`src/rtl/bf16_addsub_sched_if.sv`:
```
// Request/response bundle between the vector-lane front ends and the shared
// bf16 add/sub scheduler.
interface bf16_addsub_sched_if #(
  parameter int unsigned N_REQ = 4,
  parameter int unsigned ID_W  = 2
);
  logic [N_REQ-1:0]    req_valid;
  logic [N_REQ-1:0]    req_ready;
  logic [16*N_REQ-1:0] req_a;
  logic [16*N_REQ-1:0] req_b;
  logic [N_REQ-1:0]    req_op;
  logic                resp_valid;
  logic                resp_ready;
  logic [ID_W-1:0]     resp_id;
  logic [15:0]         resp_result;
  logic [15:0]         issue_count;

  modport master (
    output req_valid, req_a, req_b, req_op, resp_ready,
    input  req_ready, resp_valid, resp_id, resp_result, issue_count
  );

  modport slave (
    input  req_valid, req_a, req_b, req_op, resp_ready,
    output req_ready, resp_valid, resp_id, resp_result, issue_count
  );
endinterface

```
`src/rtl/bf16_addsub_sched.sv`:
```
// Round-robin scheduler sharing one combinational bf16 add/sub unit among
// N_REQ requesters: S1 issue register -> shared unit -> S2 response register.
module bf16_addsub_sched #(
  parameter int unsigned N_REQ = 4,
  parameter int unsigned ID_W  = 2
) (
  input  logic               clk,
  input  logic               rst,
  bf16_addsub_sched_if.slave bus
);
  localparam int unsigned DATA_W = 16;
  localparam logic [ID_W:0]   N_REQ_L = (ID_W+1)'(N_REQ);
  localparam logic [ID_W-1:0] LAST_ID = ID_W'(N_REQ - 1);

  typedef struct packed {
    logic [DATA_W-1:0] a;
    logic [DATA_W-1:0] b;
    logic              op;
    logic [ID_W-1:0]   id;
  } s1_t;

  // bf16 add/sub, round-to-nearest-even; subnormal inputs/results flush to zero
  function automatic logic [15:0] bf16_addsub(input logic [15:0] a,
                                              input logic [15:0] b,
                                              input logic        sub);
    logic [15:0]       bb, x, y;
    logic [7:0]        d;
    logic [10:0]       mx, my, ys, mask;
    logic [11:0]       sum;
    logic signed [9:0] e;
    logic [8:0]        mr;
    logic              rnd;
    bb = {b[15] ^ sub, b[14:0]};
    if ((a[14:7] == 8'hFF && a[6:0] != 7'd0) || (bb[14:7] == 8'hFF && bb[6:0] != 7'd0))
      return 16'h7FC0;
    if (a[14:7] == 8'hFF) begin
      if (bb[14:7] == 8'hFF && a[15] != bb[15]) return 16'h7FC0;
      return a;
    end
    if (bb[14:7] == 8'hFF) return bb;
    if (a[14:7] == 8'd0 && bb[14:7] == 8'd0) return {a[15] & bb[15], 15'd0};
    if (a[14:7] == 8'd0) return bb;
    if (bb[14:7] == 8'd0) return a;
    if (a[14:0] >= bb[14:0]) begin x = a;  y = bb; end
    else                     begin x = bb; y = a;  end
    d  = x[14:7] - y[14:7];
    mx = {1'b1, x[6:0], 3'b000};
    my = {1'b1, y[6:0], 3'b000};
    if (d >= 8'd11) begin
      ys = 11'd1;
    end else begin
      mask = (11'd1 << d) - 11'd1;
      ys   = (my >> d) | {10'd0, |(my & mask)};
    end
    if (x[15] == y[15]) sum = {1'b0, mx} + {1'b0, ys};
    else                sum = {1'b0, mx} - {1'b0, ys};
    if (sum == 12'd0) return 16'h0000;
    e = $signed({2'b00, x[14:7]});
    if (sum[11]) begin
      sum = {1'b0, sum[11:2], sum[1] | sum[0]};
      e   = e + 10'sd1;
    end else begin
      for (int i = 0; i < 10; i++) begin
        if (!sum[10]) begin
          sum = {sum[10:0], 1'b0};
          e   = e - 10'sd1;
        end
      end
    end
    rnd = sum[2] & (sum[1] | sum[0] | sum[3]);
    mr  = {1'b0, sum[10:3]} + {8'd0, rnd};
    if (mr[8]) begin
      mr = {1'b0, mr[8:1]};
      e  = e + 10'sd1;
    end
    if (e <= 10'sd0)   return {x[15], 15'd0};
    if (e >= 10'sd255) return {x[15], 8'hFF, 7'd0};
    return {x[15], e[7:0], mr[6:0]};
  endfunction

  logic [ID_W-1:0]   rr_ptr;
  logic              s1_valid;
  s1_t               s1;
  logic [DATA_W-1:0] unit_result;
  logic              out_free, s1_adv, issue_ok, found, accept;
  logic [ID_W-1:0]   win, idx;
  logic [ID_W:0]     idx_sum;

  // Stall control
  always_comb begin
    out_free = !bus.resp_valid | bus.resp_ready;
    s1_adv   = s1_valid & out_free;
    issue_ok = !s1_valid | out_free;
  end

  // Round-robin search from rr_ptr, wrapping at N_REQ-1
  always_comb begin
    found   = 1'b0;
    win     = '0;
    idx     = '0;
    idx_sum = '0;
    for (int k = 0; k < int'(N_REQ); k++) begin
      idx_sum = {1'b0, rr_ptr} + (ID_W+1)'(k);
      if (idx_sum >= N_REQ_L) idx_sum = idx_sum - N_REQ_L;
      idx = idx_sum[ID_W-1:0];
      if (!found && bus.req_valid[idx]) begin
        found = 1'b1;
        win   = idx;
      end
    end
    accept        = found & issue_ok & !rst;
    bus.req_ready = accept ? (N_REQ'(1) << win) : '0;
  end

  // Shared arithmetic unit, fed from the issue register
  always_comb unit_result = bf16_addsub(s1.a, s1.b, s1.op);

  // Issue stage, round-robin pointer and accept counter
  always_ff @(posedge clk) begin
    if (rst) begin
      s1_valid        <= 1'b0;
      s1              <= '0;
      rr_ptr          <= '0;
      bus.issue_count <= '0;
    end else if (accept) begin
      s1_valid        <= 1'b1;
      s1.a            <= bus.req_a[DATA_W*win +: DATA_W];
      s1.b            <= bus.req_b[DATA_W*win +: DATA_W];
      s1.op           <= bus.req_op[win];
      s1.id           <= win;
      rr_ptr          <= (win == LAST_ID) ? '0 : win + ID_W'(1);
      bus.issue_count <= bus.issue_count + 16'd1;
    end else if (s1_adv) begin
      s1_valid <= 1'b0;
    end
  end

  // Response register; fields hold while stalled
  always_ff @(posedge clk) begin
    if (rst) begin
      bus.resp_valid  <= 1'b0;
      bus.resp_id     <= '0;
      bus.resp_result <= '0;
    end else if (s1_adv) begin
      bus.resp_valid  <= 1'b1;
      bus.resp_id     <= s1.id;
      bus.resp_result <= unit_result;
    end else if (bus.resp_ready && bus.resp_valid) begin
      bus.resp_valid <= 1'b0;
    end
  end
endmodule
```
`src/flat_wrapper.sv`:
```
// flat-port wrapper written by rule: the top's interface ports become plain ports
module bf16_addsub_sched_flat 
#(
  parameter int unsigned N_REQ = 4,
  parameter int unsigned ID_W  = 2
)
  (clk, rst, bus_req_valid, bus_req_a, bus_req_b, bus_req_op, bus_resp_ready, bus_req_ready, bus_resp_valid, bus_resp_id, bus_resp_result, bus_issue_count);
  bf16_addsub_sched_if #(.N_REQ(N_REQ), .ID_W(ID_W)) bus_i ();
  input  logic clk;
  input  logic rst;
  input wire logic [$bits(bus_i.req_valid)-1:0] bus_req_valid;
  input wire logic [$bits(bus_i.req_a)-1:0] bus_req_a;
  input wire logic [$bits(bus_i.req_b)-1:0] bus_req_b;
  input wire logic [$bits(bus_i.req_op)-1:0] bus_req_op;
  input wire logic [$bits(bus_i.resp_ready)-1:0] bus_resp_ready;
  output wire logic [$bits(bus_i.req_ready)-1:0] bus_req_ready;
  output wire logic [$bits(bus_i.resp_valid)-1:0] bus_resp_valid;
  output wire logic [$bits(bus_i.resp_id)-1:0] bus_resp_id;
  output wire logic [$bits(bus_i.resp_result)-1:0] bus_resp_result;
  output wire logic [$bits(bus_i.issue_count)-1:0] bus_issue_count;
  assign bus_i.req_valid = bus_req_valid;
  assign bus_i.req_a = bus_req_a;
  assign bus_i.req_b = bus_req_b;
  assign bus_i.req_op = bus_req_op;
  assign bus_i.resp_ready = bus_resp_ready;
  assign bus_req_ready = bus_i.req_ready;
  assign bus_resp_valid = bus_i.resp_valid;
  assign bus_resp_id = bus_i.resp_id;
  assign bus_resp_result = bus_i.resp_result;
  assign bus_issue_count = bus_i.issue_count;
  bf16_addsub_sched #(.N_REQ(N_REQ), .ID_W(ID_W)) u_core (.clk(clk), .rst(rst), .bus(bus_i));
endmodule
```
`config.mk`:
```
export PLATFORM = sky130hd
export DESIGN_NAME = bf16_addsub_sched_flat
export DESIGN_NICKNAME = d
export VERILOG_FILES = /design/src/rtl/bf16_addsub_sched_if.sv /design/src/rtl/bf16_addsub_sched.sv /design/src/flat_wrapper.sv
export SDC_FILE = /design/constraint.sdc
export NUM_CORES = 1
export LEC_CHECK = 0
export CORE_UTILIZATION = 50
export CTS_BUF_LIST = sky130_fd_sc_hd__clkbuf_16
export CTS_CLUSTER_SIZE = 14
export DETAILED_ROUTE_END_ITERATION = 7
export PLACE_DENSITY = 0.83
export REMOVE_ABC_BUFFERS = 1
export SLEW_MARGIN = 10
export SYNTH_ARGS = -nofsm -noshare
export SYNTH_HDL_FRONTEND = slang
export SYNTH_SLANG_ARGS = --single-unit
```
`constraint.sdc`:
```
create_clock -name clk -period 17.07 [get_ports clk]
set_input_delay 2.5605 -clock clk [delete_from_list [all_inputs] [get_ports clk]]
set_output_delay 2.5605 -clock clk [all_outputs]
set_load 0.01 [all_outputs]
```
==> flow_metrics.env, run 1 <==
export IMPL_status="complete, no violations"
export IMPL_dieArea_mm2=0.0236
export IMPL_power_density_mw_per_mm2=240
export IMPL_yosysTopAreaCellShare=0.127
export IMPL_io_buffers=177
export IMPL_ff2ff_path_depth=54
export IMPL_worstSetupEndpoint="u_core.bus.resp_result[14]$_SDFFE_PP0P_"
export IMPL_grt_pass1_vias=12400
export IMPL_synth_edff_count=0
export IMPL_place_gp_congestion=0.997
export IMPL_drv_slew=0
export IMPL_routed_via_density=6.41
export IMPL_hpwl_um=29900
export IMPL_synth_top_cell_by_area="dfxtp_1"
export IMPL_die_y_um=154
export IMPL_worst_clock_skew_ns=0.00667
export IMPL_ctsResizeCount=0
export IMPL_wl_um=38600
export IMPL_cts_root_buf="clkbuf_16"
export IMPL_tns_ns=0
export IMPL_postSynthAreaPerCell_um2=6.82
export IMPL_synthCells=1688
export IMPL_clock_fmax_mhz=67.7
export IMPL_dieWidth_um=154
export IMPL_synth_cell_types=123
export IMPL_grt_ovfl_total=0
export IMPL_slew_headroom=0.346
export IMPL_arrival_ns=15.00
export IMPL_syn_area_mm2=0.0115
export IMPL_clock_sinks=73
export IMPL_antenna_found_initial=0
export IMPL_finalNonFillerCells=2086
export IMPL_leakagePower_nw=5.32
export IMPL_cp_start_kind="flip-flop"
export IMPL_synth_area_leaders="dfxtp_1, nand2_1, ha_1"
export IMPL_final_area_mm2=0.0137
export IMPL_core_region_area_mm2=0.0226
export IMPL_grt_pass1_wl_um=62700
export IMPL_fin_util=0.605
export IMPL_critPathMaxFanout=24
export IMPL_grtUsageTotal=0.321
export IMPL_critPathLaunch="u_core.s1[10]$_SDFFE_PP0P_"
export IMPL_rrSetupSlack_ns=2.30
export IMPL_crit_path_top_delay_cell="xnor2_1"
export IMPL_post_cts_setup_buffer_count=0
export IMPL_synth_async_reset_ratio=0
export IMPL_area_delta_synth_final_pct=19.0
export IMPL_nets=1984
export IMPL_insertion_delay_ns=0.34
export IMPL_layout_drive_gt1_share=0.0744
export IMPL_diodes=0
export IMPL_wl_per_cell_um=18.5
export IMPL_worst_slew_pin_slew_ns=0.978
export IMPL_synth_seq_cells=73
export IMPL_seq_area_frac_synth=0.127
export IMPL_rows=55
export IMPL_dpl_instance_area_mm2=0.0134
export IMPL_ys_flop_type="dfxtp_1"
export IMPL_hold_start="u_core.bus.resp_id[1]$_SDFFE_PP0P_"
export IMPL_drt_iter0_drc=1287
export IMPL_setup_viol=0
export IMPL_rsz0062_at_grt="false"
export IMPL_drc_errors=0
export IMPL_cts_max_level=3
export IMPL_yosysWarnings=0
export IMPL_cts_buffer_depth=2
export IMPL_drt_pre_antenna_iters=5
export IMPL_critPathMaxStageDelay_ns=0.81
export IMPL_finalHoldViolations=0
export IMPL_cts_hold_buffers=0
export IMPL_critPathCaptureType="flip-flop"
export IMPL_maxCapViolations=0
export IMPL_finalCritPeriodShare=0.866
export IMPL_min_path_type="reg -> reg"
export IMPL_timing_rr_end="u_core.bus.resp_result[14]$_SDFFE_PP0P_"
export IMPL_num_vias=13400
export IMPL_cts_made_buffers=9
export IMPL_dpl_cell_count=2070
export IMPL_path_clk_slew_ns=0.06
export IMPL_fin_crit_ns=14.77
export IMPL_required_ns=17.29
export IMPL_cpMostUsedCell="ha_1"
export IMPL_r2r_start="u_core.s1[10]$_SDFFE_PP0P_"
export IMPL_fillers=2140
export IMPL_start_util=0.509
export IMPL_io_pins=178
export IMPL_path_class="reg -> reg"
export IMPL_ir_drop_mv=0.143
export IMPL_grt_max_degree=76
export IMPL_postRouteAntennaNets=0
export IMPL_cts_tree="built"
## power by group
group | leakage (nW) | internal, mW | switching [mW]
Combinational | 4.58 | 1.07 | 1.80
Sequential | 0.602 | 0.198 | 0.0402
Clock | 0.143 | 0.113 | 0.0765
Total | 5.32 | 1.38 | 1.92
## routing by layer
layer  up-vias  global-route usage  part of all wire
met5         -                   0                 0
met4         0               0.143             0.040
met3       108              0.0378             0.080
met2       661               0.544              0.47
met1      6217               0.407              0.41
li1       6384                   -                 -
## logic make-up after synthesis
group / Yosys count / share of synthesized area
buf+inv: 158 / 0.0549
simple gates: 780 / 0.334
fa+ha+maj: 49 / 0.0539
xor+xnor: 110 / 0.0966
mux: 52 / 0.0522
flops: 73 / 0.127
compound gates: 466 / 0.282
## cell usage in the layout, fill, tap and decap left out, drive strengths merged, types with 21 or more instances in the layout
cell	instances
inv	60
dfxtp	73
or3	24
nor2	147
clkdlybuf4s50	176
o211ai	28
nor3	42
o21ai	115
nand2	304
and3	32
ha	48
nand3	72
o31ai	23
xnor2	73
nor4	21
xor2	35
mux2i	36
a21oi	102
nand4	41
## worst min path at each step
stage | to | cells past startpoint
6_report | u_core.bus.resp_id[1]$_SDFFE_PP0P_ | 2
3_3_place_gp | u_core.bus.resp_id[1]$_SDFFE_PP0P_ | 2
3_5_place_dp | u_core.bus.resp_id[1]$_SDFFE_PP0P_ | 2
5_1_grt | u_core.bus.resp_id[1]$_SDFFE_PP0P_ | 2
2_1_floorplan | u_core.bus.resp_id[0]$_SDFFE_PP0P_ | 2
4_1_cts | u_core.bus.resp_id[1]$_SDFFE_PP0P_ | 2
## stage by stage
| step | total power, mW | setup slack [ns] | hold slack [ns] |
|---|---|---|---|
| after global routing | 3.53 | 1.11 | 0.478 |
| after detailed placement | 3.02 | 2.66 | 0.449 |
| after global placement | 2.97 | 3.25 | 0.440 |
| after floorplan | 2.34 | 4.19 | 0.426 |
| after CTS | 3.22 | 2.51 | 0.463 |
| final | 3.30 | 2.30 | 0.458 |
## worst max-delay path: cells and delay by family (launching register included)
| family | cells | cell delay [ns] |
|---|---|---|
| and+or+nand+nor | 21 | 5.54 |
| AOI/OAI and AO/OA | 16 | 3.54 |
| xor gates and xnor gates | 4 | 1.40 |
| buffers and inverters | 3 | 0.70 |
| adders and majority gates | 8 | 2.91 |
| muxes | 2 | 0.17 |
| DFF | 1 | 0.38 |
## synthesized netlist by cell type, types with 13 or more instances
master	count
xnor2_1	62
nor3_1	38
mux2i_1	35
o22ai_1	13
o31ai_1	22
a21oi_1	98
inv_1	56
nand4_1	39
o211ai_1	26
ha_1	48
nor4_1	16
nand2_1	302
nand3b_1	17
a311oi_1	17
o21a_1	13
and2_1	14
and3_1	32
a21o_1	13
or3_1	22
dfxtp_1	73
nand3_1	71
xor2_1	33
a211oi_1	14
a31oi_1	16
clkbuf_1	72
nand2b_1	15
nor2_1	143
o21ai_1	20
o21ai_0	94
## state kept, by name, indices dropped and copies added, names as in the netlist
name                    count
u_core.bus.resp_valid       1
u_core.s1_valid             1
u_core.bus.resp_result     16
u_core.bus.resp_id          2
u_core.s1                  35
u_core.rr_ptr               2
u_core.bus.issue_count     16
## final cells by class
class / instances / area [um2] / share of cell area
clock buffer: 9 / 225 / 0.0164
timing repair buffer: 195 / 1900 / 0.139
tap: 285 / 357 / 0.0260
clock inverter: 7 / 68.8 / 0.00502
sequential: 73 / 1460 / 0.107
inverter: 60 / 225 / 0.0164
multi-input combinational: 1457 / 9470 / 0.691
Note: power is estimated with default switching activity, not from simulation.
==> inputs of run 2 (changes only) <==
--- a/config.mk
+++ b/config.mk
@@ -5,6 +5,7 @@
 export SDC_FILE = /design/constraint.sdc
 export NUM_CORES = 1
 export LEC_CHECK = 0
+export ABC_AREA = 1
 export CORE_UTILIZATION = 50
 export CTS_BUF_LIST = sky130_fd_sc_hd__clkbuf_16
 export CTS_CLUSTER_SIZE = 14
==> run 2 against run 1 <==
  * Synthesized cell count is 23% higher
  * Global-route usage shrank 0.49 points
  * Wire length decreased by 0.33%
  * Critical path depth increased by 23
  * Final cell count grew 21%
  * Highest routed layer unchanged
  * Die area increased by 1.5%
==> flow_metrics.env, run 2 <==
export IMPL_rows=55
export IMPL_cts_buffer_depth=2
export IMPL_min_path_type="reg -> reg"
export IMPL_synthTopCellsByCount="nand2_1, nor2_1, inv_1"
export IMPL_area_delta_synth_final_pct=18.5
export IMPL_post_cts_setup_buffer_count=0
export IMPL_io_pins=178
export IMPL_clock_fmax_mhz=81.6
export IMPL_synth_async_reset_ratio=0
export IMPL_grt_max_degree=72
export IMPL_setup_ws_ns=4.82
export IMPL_synth_area_leaders="nand2_1, dfxtp_1, nor2_1"
export IMPL_regMostFlops="u_core.s1"
export IMPL_tns_ns=0
export IMPL_insertion_delay_ns=0.34
export IMPL_slew_headroom=0.322
export IMPL_syn_area_mm2=0.0117
export IMPL_required_ns=17.34
export IMPL_routed_via_density=5.47
export IMPL_dieArea_mm2=0.0240
export IMPL_num_vias=13800
export IMPL_synth_edff_count=0
export IMPL_cts_max_level=3
export IMPL_io_buffers=177
export IMPL_critPathCaptureType="flip-flop"
export IMPL_nets=2395
export IMPL_final_cell_mix="nand2_1, nor2_1, inv_1"
export IMPL_crit_path_top_delay_cell="dfxtp_1"
export IMPL_final_common_cell="nand2_1"
export IMPL_largest_reg_flops=35
export IMPL_maxCapViolations=0
export IMPL_core_region_area_mm2=0.0228
export IMPL_finalCritPeriodShare=0.718
export IMPL_grt_ovfl_total=0
export IMPL_start_util=0.513
export IMPL_seq_area_frac_synth=0.125
export IMPL_cts_tree="built"
export IMPL_cts_hold_buffers=0
export IMPL_synthCells=2075
export IMPL_synth_most_common_cell="nand2_1"
export IMPL_synth_top_cell_by_area="nand2_1"
export IMPL_arrival_ns=12.52
export IMPL_layout_drive_gt1_share=0.120
export IMPL_reg_largest_list="u_core.s1 (35), u_core.bus.issue_count (16), u_core.bus.resp_result (16)"
export IMPL_grt_pass1_wl_um=62000
export IMPL_grt_pass1_vias=12600
export IMPL_yosysTopAreaCellShare=0.189
export IMPL_fin_crit_ns=12.25
export IMPL_ctsResizeCount=0
export IMPL_ys_flop_type="dfxtp_1"
export IMPL_drv_slew=0
export IMPL_synth_seq_cells=73
export IMPL_cp_start_kind="flip-flop"
export IMPL_path_class="reg -> reg"
export IMPL_setup_viol=0
export IMPL_drt_pre_antenna_iters=8
export IMPL_postRouteAntennaNets=0
export IMPL_wl_um=38500
export IMPL_cpMostUsedCell="nand2_1"
export IMPL_antenna_found_initial=1
export IMPL_status="complete, no violations"
export IMPL_wl_per_cell_um=15.2
export IMPL_cts_root_buf="clkbuf_16"
export IMPL_path_clk_slew_ns=0.06
export IMPL_die_y_um=155
export IMPL_drt_iter0_drc=976
export IMPL_finalHoldViolations=0
export IMPL_rsz0062_at_grt="false"
export IMPL_grtUsageTotal=0.316
export IMPL_synth_cell_types=63
export IMPL_worst_slew_pin_slew_ns=1.02
export IMPL_postSynthAreaPerCell_um2=5.64
export IMPL_clock_sinks=73
export IMPL_drc_errors=0
export IMPL_hpwl_um=31000
export IMPL_critPathMaxStageDelay_ns=0.56
export IMPL_place_gp_congestion=0.965
export IMPL_worst_clock_skew_ns=0.00793
export IMPL_cts_made_buffers=9
export IMPL_critPathMaxFanout=32
export IMPL_dieWidth_um=155
export IMPL_dp_slack_ns=5.06
export IMPL_yosysWarnings=0
## run 2: cell count changes in the layout (fill, tap and decap cells not counted), sizes merged, moves of 16 or more
cell / before / now
o21ai: 115 / 152
nand3: 72 / 173
inv: 60 / 267
mux2i: 36 / 4
o211ai: 28 / 3
nor3: 42 / 24
nand2: 304 / 689
or3: 24 / 0
xor2: 35 / 19
xnor2: 73 / 5
and3: 32 / 0
nor2: 147 / 284
## run 2: critical path: cells and delay by family (launching register included)
family	cells	cell delay [ns]
AND/OR/NAND/NOR	50	6.07
adder cells (fa/ha/maj)	10	3.02
AO/OA/AOI/OAI	10	1.90
buffers and inverters	7	0.58
flip-flops	1	0.56
## run 2: kinds of logic after synthesis
family	after synthesis	synth area share
compound gates	338	0.165
xor+xnor	24	0.0199
fa+ha+maj	49	0.0531
buf+inv	341	0.124
flops	73	0.125
mux	4	0.00342
simple gates	1246	0.510
## run 2: through the flow
step	utilization	hold WS (ns)	cell area (um2)	instances
after floorplan	-	0.459	11300	2013
after global placement	0.593	0.454	13500	2509
after detailed placement	0.593	0.464	13500	2509
after CTS	0.608	0.475	13900	2525
after global routing	0.608	0.486	13900	2525
final	0.609	0.472	13900	2526
## run 2: final timing paths
check                                          startpoint                                       to  slack, ns  depth (start not counted)
setup reg to reg               u_core.s1[26]$_SDFFE_PP0P_   u_core.bus.resp_result[1]$_SDFFE_PP0P_       4.82                         77
setup / recovery               u_core.s1[26]$_SDFFE_PP0P_   u_core.bus.resp_result[1]$_SDFFE_PP0P_       4.82                         77
hold / removal    u_core.bus.resp_result[15]$_SDFFE_PP0P_  u_core.bus.resp_result[15]$_SDFFE_PP0P_       0.47                          2
hold reg to reg   u_core.bus.resp_result[15]$_SDFFE_PP0P_  u_core.bus.resp_result[15]$_SDFFE_PP0P_       0.47                          2
## run 2: layout make-up
cell class	instances	area, um2
fill	2265	8920
multi-input combinational	1661	8790
timing repair buffer	183	1810
sequential	73	1460
inverter	279	1060
tap	313	392
clock buffer	9	225
clock inverter	7	118
antenna	1	2.50
## run 2: routing by layer
layer / part of all wire / GRT usage / up-vias / wire, um
met5: 0 / 0 / - / 0
met3: 0.065 / 0.0373 / 89 / 2490
met4: 0.036 / 0.119 / 0 / 1370
met2: 0.48 / 0.562 / 502 / 18300
li1: - / - / 6997 / -
met1: 0.42 / 0.388 / 6218 / 16300
Power of run 2 is left out: the tool's default activity adds up to more than one toggle a clock period on the data nets, which glitch-free logic cannot reach.
==> inputs of run 3 (changes only) <==
--- a/config.mk
+++ b/config.mk
@@ -10,7 +10,7 @@
 export CTS_BUF_LIST = sky130_fd_sc_hd__clkbuf_16
 export CTS_CLUSTER_SIZE = 14
 export DETAILED_ROUTE_END_ITERATION = 7
-export PLACE_DENSITY = 0.83
+export PLACE_DENSITY = 0.86
 export REMOVE_ABC_BUFFERS = 1
 export SLEW_MARGIN = 10
 export SYNTH_ARGS = -nofsm -noshare
==> constraint.sdc (replaced) <==
create_clock -name clk -period 10.3 [get_ports clk]
set_input_delay 1.545 -clock clk [delete_from_list [all_inputs] [get_ports clk]]
set_output_delay 1.545 -clock clk [all_outputs]
set_load 0.01 [all_outputs]
==> run 3 against run 2 <==
  * Setup slack got worse by 4.6 ns
  * First-iteration DRC count rose by 22%
  * Non-clock buffer count rose by 228
  * Clock-buffer cell count did not move
  * Worst hold slack improved by 0.011 ns
==> flow_metrics.env, run 3 (synthesized netlist as in run 2, its figures left out) <==
export IMPL_status="complete, no violations"
export IMPL_cts_hold_buffers=0
export IMPL_io_pins=178
export IMPL_dpl_cell_count=2705
export IMPL_worst_clock_skew_ns=0.0127
export IMPL_worst_slew_pin_slew_ns=1.10
export IMPL_postRouteAntennaNets=0
export IMPL_cts_buffer_depth=2
export IMPL_grt_pass1_wl_um=66600
export IMPL_cts_tree="built"
export IMPL_critPathCaptureType="flip-flop"
export IMPL_fin_crit_ns=10.09
export IMPL_core_region_area_mm2=0.0228
export IMPL_layout_drive_gt1_share=0.278
export IMPL_regMostFlops="u_core.s1"
export IMPL_grt_ovfl_total=0
export IMPL_dieArea_mm2=0.0240
export IMPL_critPathMaxFanout=7
export IMPL_path_clk_slew_ns=0.07
export IMPL_cts_made_buffers=9
export IMPL_cpMostUsedCell="nand2_2"
export IMPL_setup_viol=0
export IMPL_antenna_found_initial=2
export IMPL_nets=2625
export IMPL_finalNonFillerCells=2757
export IMPL_drt_pre_antenna_iters=5
export IMPL_drt_iter0_drc=1186
export IMPL_start_util=0.513
export IMPL_place_gp_congestion=1.04
export IMPL_maxCapViolations=0
export IMPL_largest_reg_flops=35
export IMPL_rows=55
export IMPL_cp_start_kind="flip-flop"
export IMPL_num_vias=15100
export IMPL_crit_path_top_delay_cell="dfxtp_2"
export IMPL_finalHoldViolations=0
export IMPL_rsz0062_at_grt="true"
export IMPL_final_cell_mix="nand2_1, nor2_1, buf_4"
export IMPL_wl_um=43300
export IMPL_reg_largest_list="u_core.s1 (35), u_core.bus.issue_count (16), u_core.bus.resp_result (16)"
export IMPL_die_y_um=155
export IMPL_arrival_ns=10.36
export IMPL_drv_slew=0
export IMPL_path_class="reg -> reg"
export IMPL_critPathMaxStageDelay_ns=0.34
export IMPL_hpwl_um=33100
export IMPL_dieWidth_um=155
export IMPL_grt_max_degree=71
export IMPL_finalCritPeriodShare=0.980
export IMPL_grtUsageTotal=0.340
export IMPL_required_ns=10.57
export IMPL_clock_fmax_mhz=99.1
export IMPL_slew_headroom=0.263
export IMPL_drc_errors=0
export IMPL_routed_via_density=5.46
export IMPL_io_buffers=177
export IMPL_cts_max_level=3
export IMPL_final_common_cell="nand2_1"
export IMPL_min_path_type="reg -> reg"
export IMPL_clock_sinks=73
export IMPL_wl_per_cell_um=15.7
export IMPL_cts_root_buf="clkbuf_16"
export IMPL_area_delta_synth_final_pct=42.0
export IMPL_insertion_delay_ns=0.34
export IMPL_grt_pass1_vias=14000
==> run 3: metrics by stage <==
stage	area [um2]	setup TNS (ns)	hold slack, ns	setup WS, ns	utilization
CTS	15700	-0.0231	0.474	-0.0102	0.688
global placement	15000	-5.93	0.456	-0.459	0.658
finish	16600	0	0.482	0.207	0.729
global route	16600	-4.17	0.503	-0.319	0.729
detailed placement	15000	-8.34	0.460	-0.621	0.658
floorplan	11300	-5.06	0.459	-0.381	-
==> run 3: final timing paths <==
| kind | startpoint | end | slack, ns | cells past startpoint |
|---|---|---|---|---|
| worst max-delay path | u_core.s1[6]$_SDFFE_PP0P_ | u_core.bus.resp_result[6]$_SDFFE_PP0P_ | 0.21 | 85 |
| worst min register to register | u_core.bus.resp_result[2]$_SDFFE_PP0P_ | u_core.bus.resp_result[2]$_SDFFE_PP0P_ | 0.48 | 2 |
| worst max register to register | u_core.s1[6]$_SDFFE_PP0P_ | u_core.bus.resp_result[6]$_SDFFE_PP0P_ | 0.21 | 85 |
| worst min-delay path | u_core.bus.resp_result[2]$_SDFFE_PP0P_ | u_core.bus.resp_result[2]$_SDFFE_PP0P_ | 0.48 | 2 |
==> run 3: per-layer routing <==
metal,vias to the layer above,wire length [um],GRT usage
li1,7475,-,-
met4,0,2320,0.179
met2,593,21100,0.601
met1,6847,17100,0.400
met5,-,0,0
met3,141,2760,0.0435
==> run 3: cell type report <==
| type | count | area, um2 |
|---|---|---|
| Clock buffer | 9 | 225 |
| Fill cell | 1842 | 6170 |
| Antenna cell | 2 | 5.00 |
| Clock inverter | 7 | 119 |
| Multi-Input combinational cell | 1663 | 9740 |
| Timing Repair Buffer | 411 | 3570 |
| Sequential cell | 73 | 1480 |
| Tap cell | 313 | 392 |
| Inverter | 279 | 1070 |
==> run 3: repair_timing <==
item	4_1_cts	5_1_grt
setup endpoints to repair	15	15
pin swaps	25	119
gates resized for setup	50	196
setup buffers	11	21
gates cloned	2	0
==> run 3: worst max-delay path, delay by kind of cell, from the launching register on <==
kind / cells / cell delay, ns
buffers and inverters: 11 / 0.81
flip-flops: 1 / 0.34
AO/OA/AOI/OAI: 12 / 1.47
adder cells (fa/ha/maj): 9 / 2.17
AND/OR/NAND/NOR: 53 / 5.20
Power of run 3 is left out for the same reason.
